<file path="src/rtl/wbit_alu_2305001_if.sv">
// Operand/result bundle between the datapath and the ALU (wbit_alu_2305001).
// master drives operands and op select; slave returns the registered result and flags.
interface wbit_alu_2305001_if #(
    parameter int unsigned W = 5
);
    logic [W-1:0] InA;
    logic [W-1:0] InB;
    logic [2:0]   ALU_Control;
    logic [W-1:0] Result;
    logic [3:0]   NZCV;

    modport master (
        output InA, InB, ALU_Control,
        input  Result, NZCV
    );

    modport slave (
        input  InA, InB, ALU_Control,
        output Result, NZCV
    );
endinterface

</file>
<file path="src/rtl/wbit_alu_2305001.sv">
// W-bit registered integer ALU with ARM-style NZCV flags, one-cycle latency.
// Optional build macro WBIT_ALU_FLAG_HOLD_EN: logic ops keep the previously
// registered C and V instead of clearing them (N and Z always update).
module wbit_alu_2305001 #(
    parameter int unsigned W = 5
) (
    input  logic                  clk,
    input  logic                  rst_n,
    wbit_alu_2305001_if.slave     bus
);

    localparam int unsigned SW = W + 1;

    localparam logic [2:0] OP_ADD  = 3'b000;
    localparam logic [2:0] OP_SUB  = 3'b001;
    localparam logic [2:0] OP_RSB  = 3'b010;
    localparam logic [2:0] OP_BIC  = 3'b011;
    localparam logic [2:0] OP_AND  = 3'b100;
    localparam logic [2:0] OP_ORR  = 3'b101;
    localparam logic [2:0] OP_EOR  = 3'b110;

    logic [W-1:0]  result_q;
    logic [3:0]    nzcv_q;

    logic [W-1:0]  op_x;
    logic [W-1:0]  op_y;
    logic          cin;
    logic [SW-1:0] sum;
    logic [W-1:0]  result_nxt;
    logic          c_nxt;
    logic          v_nxt;
    logic          n_nxt;
    logic          z_nxt;

    // Shared adder: subtracts are x + ~y + 1 with operands ordered per op
    always_comb begin
        op_x = bus.InA;
        op_y = bus.InB;
        cin  = 1'b0;
        unique case (bus.ALU_Control)
            OP_SUB: begin
                op_x = bus.InA;
                op_y = ~bus.InB;
                cin  = 1'b1;
            end
            OP_RSB: begin
                op_x = bus.InB;
                op_y = ~bus.InA;
                cin  = 1'b1;
            end
            default: ;
        endcase
        sum = SW'(op_x) + SW'(op_y) + SW'(cin);
    end

    // Result mux and flag generation
    always_comb begin
`ifdef WBIT_ALU_FLAG_HOLD_EN
        c_nxt = nzcv_q[1];
        v_nxt = nzcv_q[0];
`else
        c_nxt = 1'b0;
        v_nxt = 1'b0;
`endif
        result_nxt = ~(bus.InA ^ bus.InB);
        unique case (bus.ALU_Control)
            OP_ADD, OP_SUB, OP_RSB: begin
                result_nxt = sum[W-1:0];
                c_nxt      = sum[W];
                // Inverted subtrahend makes sub overflow the same rule as add
                v_nxt      = (op_x[W-1] == op_y[W-1]) && (sum[W-1] != op_x[W-1]);
            end
            OP_BIC: result_nxt = bus.InA & ~bus.InB;
            OP_AND: result_nxt = bus.InA & bus.InB;
            OP_ORR: result_nxt = bus.InA | bus.InB;
            OP_EOR: result_nxt = bus.InA ^ bus.InB;
            default: ;
        endcase
        n_nxt = result_nxt[W-1];
        z_nxt = (result_nxt == '0);
    end

    // Output registers, cleared asynchronously
    always_ff @(posedge clk or negedge rst_n) begin
        if (!rst_n) begin
            result_q <= '0;
            nzcv_q   <= 4'b0000;
        end else begin
            result_q <= result_nxt;
            nzcv_q   <= {n_nxt, z_nxt, c_nxt, v_nxt};
        end
    end

    assign bus.Result = result_q;
    assign bus.NZCV   = nzcv_q;

endmodule

</file>
<file path="src/flat_wrapper.sv">
// flat-port wrapper written by rule: the top's interface ports become plain ports
module wbit_alu_2305001_flat 
#(
    parameter int unsigned W = 5
)
  (clk, rst_n, bus_InA, bus_InB, bus_ALU_Control, bus_Result, bus_NZCV);
  wbit_alu_2305001_if #(.W(W)) bus_i ();
  input  logic clk;
  input  logic rst_n;
  input wire logic [$bits(bus_i.InA)-1:0] bus_InA;
  input wire logic [$bits(bus_i.InB)-1:0] bus_InB;
  input wire logic [$bits(bus_i.ALU_Control)-1:0] bus_ALU_Control;
  output wire logic [$bits(bus_i.Result)-1:0] bus_Result;
  output wire logic [$bits(bus_i.NZCV)-1:0] bus_NZCV;
  assign bus_i.InA = bus_InA;
  assign bus_i.InB = bus_InB;
  assign bus_i.ALU_Control = bus_ALU_Control;
  assign bus_Result = bus_i.Result;
  assign bus_NZCV = bus_i.NZCV;
  wbit_alu_2305001 #(.W(W)) u_core (.clk(clk), .rst_n(rst_n), .bus(bus_i));
endmodule
</file>
<file path="config.mk">
export PLATFORM = sky130hd
export DESIGN_NAME = wbit_alu_2305001_flat
export DESIGN_NICKNAME = d
export VERILOG_FILES = /design/src/rtl/wbit_alu_2305001_if.sv /design/src/rtl/wbit_alu_2305001.sv /design/src/flat_wrapper.sv
export SDC_FILE = /design/constraint.sdc
export NUM_CORES = 1
export LEC_CHECK = 0
export CORE_MARGIN = 1
export CORE_UTILIZATION = 40
export DETAILED_ROUTE_END_ITERATION = 10
export PLACE_DENSITY_LB_ADDON = 0.12
export SKIP_CTS_REPAIR_TIMING = 1
export SLEW_MARGIN = 20
export SYNTH_ARGS = -nofsm -noshare
export SYNTH_HDL_FRONTEND = slang
export SYNTH_SLANG_ARGS = --single-unit
</file>
<file path="constraint.sdc">
create_clock -name clk -period 1.8 [get_ports clk]
set_clock_uncertainty 0.2 [all_clocks]
set_input_delay 0.18 -clock clk [delete_from_list [all_inputs] [get_ports clk]]
set_output_delay 0.18 -clock clk [all_outputs]
set_load 0.05 [all_outputs]
</file>
Word level (Yosys, flattened, before mapping) --
Index checks and enable logic that the tools add are counted.
Operators by class: equality and inequality tests 8, add/sub/neg operators 2, bitwise logic cells 7, reduce and logical (&&, ||, !) cells 5, muxes and demuxes 6
Operators with widths (number):
- $pmux 5 s5 | 1
- $not 5->5 | 3
- $and 5x5->5 | 2
- $pmux 5 s2 | 1
- $eq 3x3->1 const B | 3
- $add 5x5->6 | 1
- $add 6x1->6 | 1
- $eq 3x2->1 const B | 2
- $logic_not 5->1 | 1
- $mux 5 | 1
- $or 5x5->5 | 1
- $xor 5x5->5 | 1
- $eq 3x1->1 const B | 1
- $logic_not 3->1 | 1
- $mux 1 | 3
- $reduce_or 3->1 | 1
- $reduce_or 2->1 | 1
- $eq 1x1->1 | 1
- $logic_and 1x1->1 | 1
- $ne 1x1->1 | 1
Storage, ports and cells: output and inout port bits 9, word-level logic and storage cells 30, register bits after elaboration 9, input port bits 15

Longest topological paths before layout --
word-level depth 7, gate-level depth with buffers 15, mapped depth without buffers 13

Worst setup path before layout --
No wires, ideal clock.
kind input-to-reg, start input bus_ALU_Control[0], end register u_core.nzcv_q[2], in the netlist u_core.bus.NZCV[2], arrival 2.718 ns, required time 1.504 ns, stages 15, setup slack -1.213 ns, library setup time 0.096 ns, buffers on the path 3, cell sequence buf_6 buf_2 buf_2 nor2_1 nor2_1 o22ai_1 a21oi_1 ha_1 a31o_2 fa_1 a21o_1 a21oi_2 xor2_1 a221oi_2 nor4_2
On the way: word-level cells in the longest chain between the ends 6, elaborated cells between the ends (all ways) 16, those cells by class add/sub: 2; eq/ne: 6; mux: 4; reduce/logical: 4
RTL lines:
- from (decl) | RTL line flat_wrapper.sv:12 | input wire logic [$bits(bus_i.ALU_Control)-1:0] bus_ALU_Control;
- $eq 3x2->1 / $eq 3x1->1 (equally long branches) | RTL line wbit_alu_2305001.sv:40, wbit_alu_2305001.sv:66
- $pmux 5 s2 (tied with other cells) | RTL line wbit_alu_2305001.sv:40 | unique case (bus.ALU_Control)
- $add 5x5->6 / $mux 1 (equally long branches) | RTL line wbit_alu_2305001.sv:53, wbit_alu_2305001.sv:40
- $add 6x1->6 | RTL line wbit_alu_2305001.sv:53 | sum = SW'(op_x) + SW'(op_y) + SW'(cin);
- $pmux 5 s5 * | RTL line wbit_alu_2305001.sv:66 | unique case (bus.ALU_Control)
- named net u_core.result_nxt[4] | RTL line wbit_alu_2305001.sv:29 | logic [W-1:0] result_nxt;
- $logic_not 5->1 * | RTL line wbit_alu_2305001.sv:80 | z_nxt = (result_nxt == '0);
- named net u_core.z_nxt | RTL line wbit_alu_2305001.sv:33 | logic z_nxt;
- to (signal assigned) | RTL line wbit_alu_2305001.sv:90 | nzcv_q <= {n_nxt, z_nxt, c_nxt, v_nxt};
- to (decl) | RTL line wbit_alu_2305001.sv:23 | logic [3:0] nzcv_q;
Mark *: on every way through the listed nets, which the timed path passes. The rest lies on a longest branch.

Final worst setup path --
start input bus_ALU_Control[2], end register u_core.nzcv_q[2], in the netlist u_core.bus.NZCV[2]
Same word-level chain as after synthesis.

==> impl_metrics.ini <==
[outcome]
status = finished with violations
failed_checks = setup timing

[detailed_routing]
drtAntennaViolNets = 0
firstDrtPassIters = 4
drt-total-wl_um = 3340
drt_first_iter_violations = 25
route.detailed.drc = 0
wl_per_cell_um = 13.8
route.vias.total = 1315
routed_via_density = 5.46

[global_route]
grt_max_degree = 31
grt_overflow_total = 0
grt_use_total_pct = 20.5
grt_antenna_before_repair = 0
grt_pass1_vias = 1213
grt_pass1_wl_um = 5240

[clock_tree]
clockBufferDepth = 2
cts_tree = built
clock-sinks = 8
htree_num_levels = 1
cts_inserted_buffers = 3
clockRootBuffer = clkbuf_4
clk_pin_slew_ps = 50

[timing]
setup_slack_ps = -731
hold_viol_final = 0
max_slew_margin_pct = 76.1
fin_crit_ps = 2530
drv_slew = 0
tightest_slew_ps = 354
finalSetupViolations = 7
setup_tns_ps = -4120
whs_ps = 1.74
min_period_over_period_pct = 141
rsz0062_at_grt = true
fmax_mhz = 395

[hold_path]
min_path_type = in -> async

[floorplanning]
die_h_um = 56.1
ioPinCount = 24
die_x_um = 56.1
rows = 19
initial_core_util_pct = 42.5
die_area_mm2 = 0.00315
core_area_mm2 = 0.00276

[place]
gp_congestion = 0.845
port_buffers = 23
pre_cts_slack_ps = -1410
hpwl_um = 2470

[synth]
yosysWarnings = 0
synth_flop_cell = dfrtp_1
synth_edf_count = 0
syn_nets = 171
synth-seq-area-share_pct = 17.1
yosysTopAreaCell = dfrtp_1
synth.avg_cell_area_um2 = 8.09
netlist_top_cells_count = a21oi_1, nand2_1, inv_1
synthTopCellsByArea = dfrtp_1, ha_1, a21oi_1
syn_inst = 145
synthArstFlopShare_pct = 100
synth_area_mm2 = 0.00117
synth_cell_types = 50
synth_top_area_share_pct = 17.1
synth_seq_cells = 8

[power_and_ir_drop]
power.density_mw_per_mm2 = 549
leakage_nw = 0.943
vdd_drop_max_mv = 0.617

[critical_path]
critPathRequiredTime_ps = 1730
worstPathMaxFanout = 4
start_kind = primary input
crit_path_end_kind = flip-flop
path_class = in -> reg
cp.arrival_ps = 2460

[cells_and_area]
fillers = 239
utilization_pct = 67.9
drive_above_1_share_pct = 44.3
areaGrowthSynthToFinish_pct = 59.7
num-nets-final = 238
antenna_cells = 0

[run]
max-cap-violations = 0
-- sequential cells by signal (all words and copies together), names as in the netlist --
register / flops
u_core.bus.Result: 4
u_core.bus.NZCV: 4
-- report_power, final --
group | total [mW] | switching [mW] | leakage (nW) | internal (mW)
clock network | 0.134 | 0.0576 | 0.0138 | 0.0761
logic | 0.679 | 0.361 | 0.829 | 0.318
registers | 0.216 | 0.00906 | 0.100 | 0.206
total | 1.03 | 0.428 | 0.943 | 0.601
-- final cells by class --
| type | instances | area [um2] | share of cell area (%) |
|---|---|---|---|
| multi-input combinational | 114 | 920 | 49.1 |
| tap | 31 | 38.8 | 2.07 |
| inverter | 12 | 45.0 | 2.41 |
| timing repair buffer | 73 | 646 | 34.5 |
| clock buffer | 3 | 22.5 | 1.20 |
| sequential | 8 | 200 | 10.7 |
-- worst max-delay path by stage --
stage | start | to | slack (ps) | cells past startpoint
CTS | bus_ALU_Control[2] | u_core.bus.NZCV[2] | -1150 | 13
detailed placement | bus_ALU_Control[2] | u_core.bus.NZCV[2] | -1410 | 14
global route | bus_ALU_Control[2] | u_core.bus.NZCV[2] | -830 | 13
global placement | bus_ALU_Control[2] | u_core.bus.NZCV[2] | -1330 | 14
floorplan | bus_ALU_Control[0] | u_core.bus.NZCV[2] | -930 | 15
finish | bus_ALU_Control[2] | u_core.bus.NZCV[2] | -730 | 13
-- critical path, cell delays in order --
cell	delay (ps)
buf_8	100
buf_6	110
nor3b_4	230
nand2_1	100
o21ai_2	70
ha_1	260
a31o_2	220
fa_2	340
a21o_1	200
a21oi_2	170
xor2_1	100
a221oi_2	310
nor4_2	70
-- layer usage --
layer | global-route usage [%] | wire [um] | vias to the layer above
met5 | 0 | 0 | -
met4 | 6.97 | 29 | 0
met3 | 2.33 | 59 | 4
met2 | 35.0 | 1730 | 17
met1 | 26.7 | 1520 | 632
li1 | - | - | 662
-- logic make-up (layout without fill, tap and decap cells) --
kind of cell / Yosys count / count (layout) / share of synthesized area (%)
mux: 3 / 3 / 2.56
xor+xnor: 6 / 6 / 4.48
fa+ha+maj: 11 / 11 / 12.4
simple gates: 45 / 45 / 23.1
buf+inv: 23 / 88 / 10.8
flops: 8 / 8 / 17.1
compound gates: 49 / 49 / 29.7
-- through the flow --
| step | power [mW] | area (um2) | std cells |
|---|---|---|---|
| floorplan | 0.623 | 1240 | 145 |
| global placement | 0.835 | 1660 | 228 |
| detailed placement | 0.844 | 1660 | 228 |
| CTS | 0.985 | 1690 | 231 |
| global route | 1.10 | 1870 | 241 |
| finish | 1.03 | 1870 | 241 |
-- cells in the final DEF (no fill, tap or decap), drive strengths merged, types with 2 or more instances in the layout --
cell type,Yosys,layout
buf,10,62
o311ai,2,2
nand3,2,2
inv,12,12
nor2,6,6
o31ai,3,3
a21o,3,3
a221oi,2,2
ha,10,10
dfrtp,8,8
o21ai,12,12
xnor2,2,2
nor3,3,3
clkdlybuf4s50,0,5
mux2i,3,3
o22ai,3,3
nor2b,3,3
clkbuf,1,4
nor4,2,2
or2b,2,2
a21oi,14,14
nor3b,2,2
dlymetal6s2s,0,5
xor2,4,4
and3,2,2
and4b,2,2
nand2b,3,3
nand2,13,13
nand3b,2,2
No activity file was read; power rests on OpenSTA's default activity.
